**config.mk**
```make
export PLATFORM = sky130hd
export DESIGN_NAME = sensor_conditioner_flat
export DESIGN_NICKNAME = d
export VERILOG_FILES = /design/src/rtl/sensor_conditioner_pkg.sv /design/src/rtl/sensor_conditioner_if.sv /design/src/rtl/sensor_conditioner_debounce.sv /design/src/rtl/sensor_conditioner.sv /design/src/flat_wrapper.sv
export SDC_FILE = /design/constraint.sdc
export NUM_CORES = 1
export LEC_CHECK = 0
export ABC_AREA = 1
export CORE_ASPECT_RATIO = 1.2
export CORE_MARGIN = 2
export CORE_UTILIZATION = 45
export DETAILED_ROUTE_END_ITERATION = 7
export PLACE_DENSITY_LB_ADDON = 0.1
export SLEW_MARGIN = 20
export SYNTH_ARGS = -nofsm -noshare
export SYNTH_HDL_FRONTEND = slang
export SYNTH_HIERARCHICAL = 1
export SYNTH_SLANG_ARGS = --single-unit
export TNS_END_PERCENT = 20
```
**constraint.sdc**
```tcl
create_clock -name clk -period 2.31 [get_ports clk]
set_input_delay 0.231 -clock clk [delete_from_list [all_inputs] [get_ports clk]]
set_output_delay 0.231 -clock clk [all_outputs]
set_load 0.005 [all_outputs]
```
**src/rtl/sensor_conditioner_pkg.sv**
```systemverilog
// rtl/sensor_conditioner_pkg.sv - debounce state encodings and pedestrian light codes
// Shared with the traffic light controller so both sides agree on the PED_* codes.
package sensor_conditioner_pkg;

    typedef enum logic [1:0] {
        DB_STABLE_LO = 2'b00,
        DB_CHK_HI    = 2'b01,
        DB_STABLE_HI = 2'b10,
        DB_CHK_LO    = 2'b11
    } db_state_e;

    localparam logic [1:0] PED_NONE = 2'b00;
    localparam logic [1:0] PED_NS   = 2'b01;
    localparam logic [1:0] PED_EW   = 2'b10;
    localparam logic [1:0] PED_BOTH = 2'b11;

endpackage

```
**src/rtl/sensor_conditioner_if.sv**
```systemverilog
// rtl/sensor_conditioner_if.sv - raw sensor inputs and conditioned outputs of the sensor conditioner
// master drives the raw sensors and the light feedback; slave is the conditioner itself.
interface sensor_conditioner_if;

    logic       raw_car_ns;
    logic       raw_car_ew;
    logic       raw_ped;
    logic [1:0] light_ped;
    logic       car_ns;
    logic       car_ew;
    logic       ped;
    logic       ped_served;

    modport master (
        output raw_car_ns,
        output raw_car_ew,
        output raw_ped,
        output light_ped,
        input  car_ns,
        input  car_ew,
        input  ped,
        input  ped_served
    );

    modport slave (
        input  raw_car_ns,
        input  raw_car_ew,
        input  raw_ped,
        input  light_ped,
        output car_ns,
        output car_ew,
        output ped,
        output ped_served
    );

endinterface

```
**src/rtl/sensor_conditioner_debounce.sv**
```systemverilog
// rtl/sensor_conditioner_debounce.sv - two-flop synchronizer plus four-state debounce FSM
// The level only moves after DEBOUNCE_CYCLES consecutive synced samples disagree with it.
module sensor_conditioner_debounce
    import sensor_conditioner_pkg::*;
#(
    parameter int DEBOUNCE_CYCLES = 4,
    parameter int CNT_W           = 16
) (
    input  logic clk,
    input  logic rst,
    input  logic raw_i,
    output logic level_o
);

    localparam logic [CNT_W-1:0] CNT_ONE  = CNT_W'(1);
    localparam logic [CNT_W-1:0] CNT_LAST = CNT_W'(DEBOUNCE_CYCLES - 1);

    logic             sync1_q;
    logic             sync2_q;
    db_state_e        state_q;
    logic [CNT_W-1:0] cnt_q;
    logic             level_q;

    // Counter saturates at CNT_LAST because that value always forces a state exit.
    always_ff @(posedge clk or negedge rst) begin
        if (!rst) begin
            sync1_q <= 1'b0;
            sync2_q <= 1'b0;
            state_q <= DB_STABLE_LO;
            cnt_q   <= '0;
            level_q <= 1'b0;
        end else begin
            sync1_q <= raw_i;
            sync2_q <= sync1_q;
            case (state_q)
                DB_STABLE_LO: begin
                    if (sync2_q) begin
                        state_q <= DB_CHK_HI;
                        cnt_q   <= CNT_ONE;
                    end
                end
                DB_CHK_HI: begin
                    if (!sync2_q) begin
                        state_q <= DB_STABLE_LO;
                        cnt_q   <= '0;
                    end else if (cnt_q == CNT_LAST) begin
                        state_q <= DB_STABLE_HI;
                        cnt_q   <= '0;
                        level_q <= 1'b1;
                    end else begin
                        cnt_q <= cnt_q + CNT_ONE;
                    end
                end
                DB_STABLE_HI: begin
                    if (!sync2_q) begin
                        state_q <= DB_CHK_LO;
                        cnt_q   <= CNT_ONE;
                    end
                end
                DB_CHK_LO: begin
                    if (sync2_q) begin
                        state_q <= DB_STABLE_HI;
                        cnt_q   <= '0;
                    end else if (cnt_q == CNT_LAST) begin
                        state_q <= DB_STABLE_LO;
                        cnt_q   <= '0;
                        level_q <= 1'b0;
                    end else begin
                        cnt_q <= cnt_q + CNT_ONE;
                    end
                end
                default: begin
                    state_q <= DB_STABLE_LO;
                    cnt_q   <= '0;
                    level_q <= 1'b0;
                end
            endcase
        end
    end

    assign level_o = level_q;

endmodule

```
**src/rtl/sensor_conditioner.sv**
```systemverilog
// rtl/sensor_conditioner.sv - debounces car and pedestrian sensors and latches pedestrian requests
// Three debouncer instances feed the controller; the pedestrian latch is cleared by walk feedback.
module sensor_conditioner
    import sensor_conditioner_pkg::*;
#(
    parameter int DEBOUNCE_CYCLES = 4,
    parameter int CNT_W           = 16
) (
    input  logic                 clk,
    input  logic                 rst,
    sensor_conditioner_if.slave  bus
);

    logic deb_ns;
    logic deb_ew;
    logic deb_ped;
    logic deb_ped_prev_q;
    logic ped_q;
    logic ped_d;
    logic ped_served_q;
    logic ped_served_d;
    logic ped_rise;

    sensor_conditioner_debounce #(
        .DEBOUNCE_CYCLES (DEBOUNCE_CYCLES),
        .CNT_W           (CNT_W)
    ) u_deb_ns (
        .clk     (clk),
        .rst     (rst),
        .raw_i   (bus.raw_car_ns),
        .level_o (deb_ns)
    );

    sensor_conditioner_debounce #(
        .DEBOUNCE_CYCLES (DEBOUNCE_CYCLES),
        .CNT_W           (CNT_W)
    ) u_deb_ew (
        .clk     (clk),
        .rst     (rst),
        .raw_i   (bus.raw_car_ew),
        .level_o (deb_ew)
    );

    sensor_conditioner_debounce #(
        .DEBOUNCE_CYCLES (DEBOUNCE_CYCLES),
        .CNT_W           (CNT_W)
    ) u_deb_ped (
        .clk     (clk),
        .rst     (rst),
        .raw_i   (bus.raw_ped),
        .level_o (deb_ped)
    );

    assign ped_rise = deb_ped & ~deb_ped_prev_q;

    // Walk feedback beats a new press, so a press during the walk phase is already served.
    always_comb begin
        ped_d        = ped_q;
        ped_served_d = 1'b0;
        if (bus.light_ped == PED_BOTH) begin
            ped_d        = 1'b0;
            ped_served_d = ped_q;
        end else if (ped_rise) begin
            ped_d = 1'b1;
        end
    end

    always_ff @(posedge clk or negedge rst) begin
        if (!rst) begin
            deb_ped_prev_q <= 1'b0;
            ped_q          <= 1'b0;
            ped_served_q   <= 1'b0;
        end else begin
            deb_ped_prev_q <= deb_ped;
            ped_q          <= ped_d;
            ped_served_q   <= ped_served_d;
        end
    end

    assign bus.car_ns     = deb_ns;
    assign bus.car_ew     = deb_ew;
    assign bus.ped        = ped_q;
    assign bus.ped_served = ped_served_q;

endmodule

```
**src/flat_wrapper.sv**
```systemverilog
// flat-port wrapper written by rule: the top's interface ports become plain ports
module sensor_conditioner_flat import sensor_conditioner_pkg::*;
#(
    parameter int DEBOUNCE_CYCLES = 4,
    parameter int CNT_W           = 16
)
  (clk, rst, bus_raw_car_ns, bus_raw_car_ew, bus_raw_ped, bus_light_ped, bus_car_ns, bus_car_ew, bus_ped, bus_ped_served);
  sensor_conditioner_if bus_i ();
  input  logic clk;
  input  logic rst;
  input wire logic [$bits(bus_i.raw_car_ns)-1:0] bus_raw_car_ns;
  input wire logic [$bits(bus_i.raw_car_ew)-1:0] bus_raw_car_ew;
  input wire logic [$bits(bus_i.raw_ped)-1:0] bus_raw_ped;
  input wire logic [$bits(bus_i.light_ped)-1:0] bus_light_ped;
  output wire logic [$bits(bus_i.car_ns)-1:0] bus_car_ns;
  output wire logic [$bits(bus_i.car_ew)-1:0] bus_car_ew;
  output wire logic [$bits(bus_i.ped)-1:0] bus_ped;
  output wire logic [$bits(bus_i.ped_served)-1:0] bus_ped_served;
  assign bus_i.raw_car_ns = bus_raw_car_ns;
  assign bus_i.raw_car_ew = bus_raw_car_ew;
  assign bus_i.raw_ped = bus_raw_ped;
  assign bus_i.light_ped = bus_light_ped;
  assign bus_car_ns = bus_i.car_ns;
  assign bus_car_ew = bus_i.car_ew;
  assign bus_ped = bus_i.ped;
  assign bus_ped_served = bus_i.ped_served;
  sensor_conditioner #(.DEBOUNCE_CYCLES(DEBOUNCE_CYCLES), .CNT_W(CNT_W)) u_core (.clk(clk), .rst(rst), .bus(bus_i));
endmodule
```
Word level (Yosys, flattened, before mapping)
Cells that the tools add are included.
Storage, ports and cells
  register bits: 66
  latch bits: 0
  bits in writable memories: 0
  ROM bits: 0
  input port bits: 7
  output and inout bits: 4
  memories: 0
Operators by class
  add/subtract/negate cells: 3
  $mul: 0
  divide/modulo/power cells: 0
  magnitude comparators: 0
  equality and inequality tests: 37
  shift operators: 0
  muxes and demuxes: 57
  bitwise logic cells: 2
  reductions and logical operators: 16
Operator list (number)
  2-to-1 mux 16 bit: 15
  case mux 16 bit (4 select lines): 3
  adder 16 x 1 -> 16 bit (second input constant): 3
  equality test 16 x 2 -> 1 bit (second input constant): 3
  2-to-1 mux 2 bit: 18
  != test 2 bit (second input constant): 18
  case mux 2 bit (4 select lines): 3
  != test 3 bit (second input constant): 6
  2-to-1 mux 1 bit: 15
  AND reduction 5 bit: 3
  equality test 2 bit (second input constant): 7
  AND reduction 4 bit: 3
  nonzero test 2 bit: 4
  equality test 2 x 1 -> 1 bit (second input constant): 3
  zero test 2 bit: 3
  case mux 1 bit (2 select lines): 3
  AND reduction 2 bit: 3
  bitwise AND 1 bit: 1
  inverter 1 bit: 1

Logic depth before layout (Yosys ltp)
Gate-level depths: netlist of the first run.
  depth after elaboration: 4
  depth in mapped cells: 9
  depth with buffers taken out: 9

Modules after synthesis
Netlist of the first run, hierarchy kept.
Modules (own cells, without submodules)
  sensor_conditioner_debounce at u_core.u_deb_ew ...: instances 2, cells an instance 164, area each 1211.2 um^2
  sensor_conditioner_debounce at u_core.u_deb_ped: instances 1, cells an instance 177, area each 1242.4 um^2
  sensor_conditioner: instances 1, cells an instance 10, area each 108.9 um^2

Worst setup path after synthesis of the first run
Ideal clock, no wire load.
  kind: register to register
  from: register u_core.u_deb_ped.cnt_q[0]
  to: register u_core.u_deb_ped.level_q, in the netlist u_core/u_deb_ped/level_o
  library setup time: 0.121 ns
  arrival: 1.289 ns
  setup slack: 0.900 ns
  stages on the path, launching flop included: 9
  period minus slack after synthesis: 1.410 ns
  cells stage by stage: dfrtp_1 -> ha_1 -> inv_1 -> nor2_1 -> nand2_1 -> nor2_1 -> nand3_1 -> o21ai_1 -> nand2_1
On the way
  longest elaborated chain between the ends: 3
  elaborated cells on any way between the ends: 4
RTL lines
  start: declaration: RTL line sensor_conditioner_debounce.sv:21  | logic [CNT_W-1:0] cnt_q;
  start signal: assignment: RTL line sensor_conditioner_debounce.sv:51  | cnt_q <= cnt_q + CNT_ONE;
  start signal: assignment: RTL line sensor_conditioner_debounce.sv:69  | cnt_q <= cnt_q + CNT_ONE;
  equality test 16 x 2 -> 1 bit *: RTL line sensor_conditioner_debounce.sv:46, sensor_conditioner_debounce.sv:64
  != test 2 bit (no source line)
  AND reduction 5 bit (no source line) *
  end signal: assignment: RTL line sensor_conditioner_debounce.sv:49  | level_q <= 1'b1;
  end signal: assignment: RTL line sensor_conditioner_debounce.sv:67  | level_q <= 1'b0;
  end signal: assignment: RTL line sensor_conditioner_debounce.sv:75  | level_q <= 1'b0;
  end: declaration: RTL line sensor_conditioner_debounce.sv:22  | logic level_q;
Mark *: on every way between the ends. The rest lies on a longest branch, timed or not.
A chain may end at the register's enable or synchronous reset.

Final worst setup path of the first run
Same ends and word-level chain as after synthesis.

==> results.toml, run 1 <==
[setup_path]
critPathBufInv = 1
path_cells = "ha_1, inv_1, nor2_1, nand2_1, nor2_1, nand3_1, o21ai_1, nand2_1"
cpPeakStageDelay_ps = 410
path_max_fanout = 5
critical_path_arrival_ps = 1880
slowest_stage = "dfrtp_1"
worst_setup_path_start_kind = "flop"
critPathKind = "flop to flop"
crit_family = "simple AND/OR/NAND/NOR gates"
endpoint_kind = "flop"
crit_required_ps = 2560

[final_layout]
final_cell_mix = "nand2_1 (162), dfrtp_1 (66), inv_1 (57), nor2_1 (55), nand3_1 (51)"
mostFrequentLayoutCell = "nand2_1"
finalNetCount = 547
n_antenna_cell = 0
nFillCells = 804
reg_top3 = "u_core/u_deb_ew/cnt_q: 16 flops, u_core/u_deb_ns/cnt_q: 16 flops, u_core/u_deb_ped/cnt_q: 16 flops"
utilization = 0.523
area_delta_synth_final_pct = 13.0
final_layout_size_suffix_gt1_frac = 0.0886

[synth]
yosysTopAreaCell = "dfrtp_1"
synthTopCellsByArea = "dfrtp_1 (44%), nand2_1 (16%), nand3_1 (6.8%)"
synth_top_area_share = 0.438
async_flop_share = 1.00
ys.flop_type = "dfrtp_1"
synth_seq_cells = 66
postSynthCellCount = 515
synth_area_um2 = 3770
ys_warn_count = 6
yosysSeqAreaShare = 0.438
syn_nets = 525
synth-edff-count = 0
synth.distinct_cells = 29
synth_area_per_cell_um2 = 7.33

[timing]
maxSlewHeadroom = 0.741
drv_slew = 0
worst_pin_slew_ps = 387
fin_tns_setup_ps = 0
hold_viol_final = 0
period_minus_slack_ps = 1630
layout_setup_ws_ps = 680
fin_worst_skew_ps = 7.48
rsz0062_at_grt = "false"
post-route-period-util = 0.706
timing.fmax_mhz = 613
setup_violations = 0

[global_route]
grt_max_degree = 67
antenna_found_initial = 0
grt_pass1_wl_um = 13800
grt_overflow = 0
grt_usage = 0.190
grt_pass1_vias = 3091

[power_and_ir_drop]
clockPowerShare = 0.309
p_int_mw = 2.28
combPwrFrac = 0.272
irDropWorstVdd_mv = 0.511
p_seq_frac = 0.419
p_leak_nw = 1.94
p_sw_mw = 1.26
powerDensity_nw_per_um2 = 830
p_sw_frac = 0.356

[detailed_routing]
vias = 3255
drc = 0
ant_nets = 0
wl_per_cell_um = 12.0
wl_um = 7860
dr.first_iter.drc_count = 198
vias_per_cell = 4.96
drt_pass1_iterations = 4

[placed_design]
port_buffers = 10
place_ws_ps = 709
hpwl_um = 5760
gp_congestion = 0.850

[die]
core_area_um2 = 8150
die_y_um = 104
rows = 36
die-area_um2 = 9140
die_w_um = 87.6
start_util = 0.463
ios = 11

[clock_network]
htree_levels = 3
numClockSinks = 66
cts_tree = "yes"
clockBufferDepth = 2
root_buffer = "clkbuf_8"
clock_latency_ps = 350
cts_made_buffers = 9
path_clk_slew_ps = 80
postCtsSetupBuffers = 0

[job]
cap_violations = 0

[run_status]
outcome = "finished clean"

[worst_hold_path]
hp-class = "input pin to flop"
## layer usage
metal | vias to the layer above | global-route usage | routed length (um)
met3 | 10 | 0.0286 | 170
li1 | 1696 | - | -
met4 | 0 | 0.0879 | 157
met1 | 1501 | 0.250 | 3760
met2 | 48 | 0.302 | 3770
met5 | - | 0 | 0
## power groups by stage
stage                     Combinational, mW  Sequential (mW)  Clock [mW]
after floorplan                       0.657             1.47           0
after CTS                             0.973             1.49        1.13
after global routing                   1.11             1.51        1.18
final                                 0.961             1.48        1.09
after detailed placement              0.967             1.51           0
after global placement                0.955             1.50           0
## final cells by class
cell class | instances | area (um2) | share of cell area
clock inverters | 7 | 100 | 0.0235
flip-flops and latches | 66 | 1650 | 0.387
repair buffers | 16 | 155 | 0.0364
clock buffers | 9 | 124 | 0.0291
multi-input cells | 380 | 1850 | 0.434
well taps | 114 | 143 | 0.0335
inverters | 64 | 240 | 0.0564
## logic make-up (layout without fill, tap and decap cells)
| family | Yosys count | count (layout) | share of synthesized area |
|---|---|---|---|
| buf+inv | 69 | 96 | 0.0723 |
| simple gates | 310 | 310 | 0.357 |
| compound gates | 50 | 50 | 0.0779 |
| fa+ha+maj | 3 | 3 | 0.00995 |
| xor+xnor | 17 | 17 | 0.0454 |
| flops | 66 | 66 | 0.438 |
## through the flow
| step | total power [mW] | area [um2] | std cells | hold slack (ps) |
|---|---|---|---|---|
| 6_report | 3.54 | 4260 | 656 | 308 |
| 5_1_grt | 3.80 | 4260 | 656 | 311 |
| 4_1_cts | 3.59 | 4260 | 656 | 294 |
| 2_1_floorplan | 2.13 | 3770 | 515 | -64.6 |
| 3_3_place_gp | 2.46 | 4030 | 639 | 278 |
| 3_5_place_dp | 2.47 | 4030 | 639 | 279 |
## synth_stat cells, types with 5 or more instances
cell type	instances
nor2_1	55
nand4_1	20
nor2_2	6
o211ai_1	5
o21bai_1	6
o21ai_0	13
nand3_1	51
nor3_1	5
o21ai_1	13
dfrtp_1	66
inv_2	5
inv_1	57
xor2_1	11
nand2_1	162
o22ai_1	5
## final timing paths
path,from,slack [ps],to,cells past startpoint
setup / recovery,u_core/u_deb_ped/cnt_q[0],680,u_core/u_deb_ped/level_o,8
hold / removal,bus_raw_ped,310,u_core/u_deb_ped/sync1_q,1
setup reg to reg,u_core/u_deb_ped/cnt_q[0],680,u_core/u_deb_ped/level_o,8
hold reg to reg,u_core/u_deb_ns/sync1_q,350,u_core/u_deb_ns/sync2_q,0
max in group asynchronous,rst,1600,u_core/u_deb_ew/cnt_q[15],3
min in group asynchronous,rst,410,u_core/u_deb_ns/cnt_q[13],3
## timing repair
action                    in CTS  in global routing
hold buffers                   1                  0
gates resized for setup        0                  0
hold endpoints to repair      66                  0
Power figures use the tool's default switching activity.
==> run 2: changes to the inputs <==
Clock period 2.31 ns to 1.5 ns, I/O delays scaled along.
==> results.toml, run 2 (same netlist as run 1, synthesis figures left out) <==
[run_status]
outcome = "finished clean"

[setup_path]
startpoint = "u_core/u_deb_ew/cnt_q[1]"
worstSetupEndpoint = "u_core/u_deb_ew/cnt_q[14]"
path_max_fanout = 3
critPathKind = "flop to flop"
crit_required_ps = 1740
r2r_end = "u_core/u_deb_ew/cnt_q[14]"
worst_setup_path_start_kind = "flop"
rr_startpoint = "u_core/u_deb_ew/cnt_q[1]"
critical_path_arrival_ps = 1660
endpoint_kind = "flop"
r2r_cells = 8
r2r_slack_ps = 80

[clock_network]
cts_made_buffers = 9
path_clk_slew_ps = 80
root_buffer = "clkbuf_8"
cts_tree = "yes"
clockBufferDepth = 2
clock_latency_ps = 350
htree_levels = 3
numClockSinks = 66

[final_layout]
mostFrequentLayoutCell = "nand2_1"
area_delta_synth_final_pct = 21.4
n_antenna_cell = 0
final_layout_size_suffix_gt1_frac = 0.176
reg_top3 = "u_core/u_deb_ew/cnt_q: 16 flops, u_core/u_deb_ns/cnt_q: 16 flops, u_core/u_deb_ped/cnt_q: 16 flops"
final_cell_mix = "nand2_1 (162), dfrtp_1 (63), inv_1 (57), nand3_1 (49), nor2_1 (46)"
layout.cells.non_filler = 693
finalNetCount = 584

[die]
start_util = 0.463
die_w_um = 87.6
ios = 11
core_area_um2 = 8150
rows = 36
die-area_um2 = 9140
die_y_um = 104

[power_and_ir_drop]
p_leak_nw = 2.11
p_int_mw = 3.52
p_sw_frac = 0.366
p_seq_frac = 0.409
clockPowerShare = 0.269
irDropWorstVdd_mv = 0.982
p_sw_mw = 2.03
combPwrFrac = 0.322
powerDensity_nw_per_um2 = 1210

[timing]
hold_viol_final = 0
setup_violations = 0
period_minus_slack_ps = 1420
maxSlewHeadroom = 0.761
holdWs_ps = 237
rsz0062_at_grt = "true"
post-route-period-util = 0.946
timing.fmax_mhz = 705
drv_slew = 0
worst_pin_slew_ps = 359
fin_worst_skew_ps = 8.77

[detailed_routing]
drc = 0
vias = 3383
vias_per_cell = 4.88
dr.first_iter.drc_count = 188
ant_nets = 0
drt_pass1_iterations = 4
wl_per_cell_um = 12.3
wl_um = 8560

[worst_hold_path]
hp-class = "input pin to flop"

[global_route]
grt_overflow = 0
antenna_found_initial = 0
grt_max_degree = 67
grt_pass1_vias = 3259
grt_usage = 0.201
grt_pass1_wl_um = 14600

[placed_design]
hpwl_um = 6070
placedCellCount = 665
gp_congestion = 0.873
port_buffers = 10

[job]
cap_violations = 0
==> run 2: timing repair <==
item                                    4_1_cts  5_1_grt
endpoints found under the hold margin        66        0
endpoints found under the setup margin        6       30
buffers inserted                              0       11
hold buffers                                  1        0
pin swaps                                     0        3
gates resized for setup                       2       21
==> run 2: power groups by stage <==
stage / Clock [mW] / Sequential [mW] / Combinational (mW)
after global placement: 0 / 2.28 / 1.58
final: 1.49 / 2.27 / 1.79
after CTS: 1.55 / 2.26 / 1.62
after floorplan: 0 / 2.27 / 1.01
after detailed placement: 0 / 2.29 / 1.59
after global routing: 1.63 / 2.30 / 2.00
==> run 2: final cells by class <==
cell class,count,area (um2)
clock buffers,9,124
clock inverters,7,68.8
fillers,784,3570
inverters,64,240
multi-input cells,380,1920
flip-flops and latches,66,1660
well taps,114,143
repair buffers,53,433
==> run 2: worst min path at each step <==
stage                   start                       end  slack (ps)  cells past startpoint
3_3_place_gp              rst  u_core/u_deb_ns/cnt_q[6]         200                      2
6_report          bus_raw_ped  u_core/u_deb_ped/sync1_q         240                      1
2_1_floorplan             rst            u_core/bus.ped        -150                      0
4_1_cts           bus_raw_ped  u_core/u_deb_ped/sync1_q         220                      1
5_1_grt        bus_raw_car_ns   u_core/u_deb_ns/sync1_q         220                      1
3_5_place_dp              rst  u_core/u_deb_ns/cnt_q[6]         200                      2
==> run 2: metrics by stage <==
step | setup TNS [ps] | util | total power [mW] | cell area, um2 | setup slack, ps
final | 0 | 0.562 | 5.55 | 4580 | 80.8
after global routing | -37.7 | 0.562 | 5.93 | 4580 | -12.9
after CTS | 0 | 0.544 | 5.42 | 4430 | 14.7
after detailed placement | -8.03 | 0.518 | 3.89 | 4220 | -3.15
after global placement | 0 | 0.518 | 3.86 | 4220 | 24.5
after floorplan | 0 | - | 3.28 | 3770 | 90.1
==> run 2: worst max-delay path, cell delays in order (launching register included) <==
cell and delay, ps:
dfrtp_1 380, ha_2 220, nand2_1 120, nor2_4 140, nand2_2 90, nor2_2 140, nand3_1 90, nand3_1 90
nand2_1 50
==> run 2: routing by layer <==
metal  routed length, um  part of all wire  GRT usage
met4                 121             0.014     0.0659
met3                 207             0.024     0.0429
met5                   0                 0          0
met1                4050              0.47      0.268
met2                4180              0.49      0.321
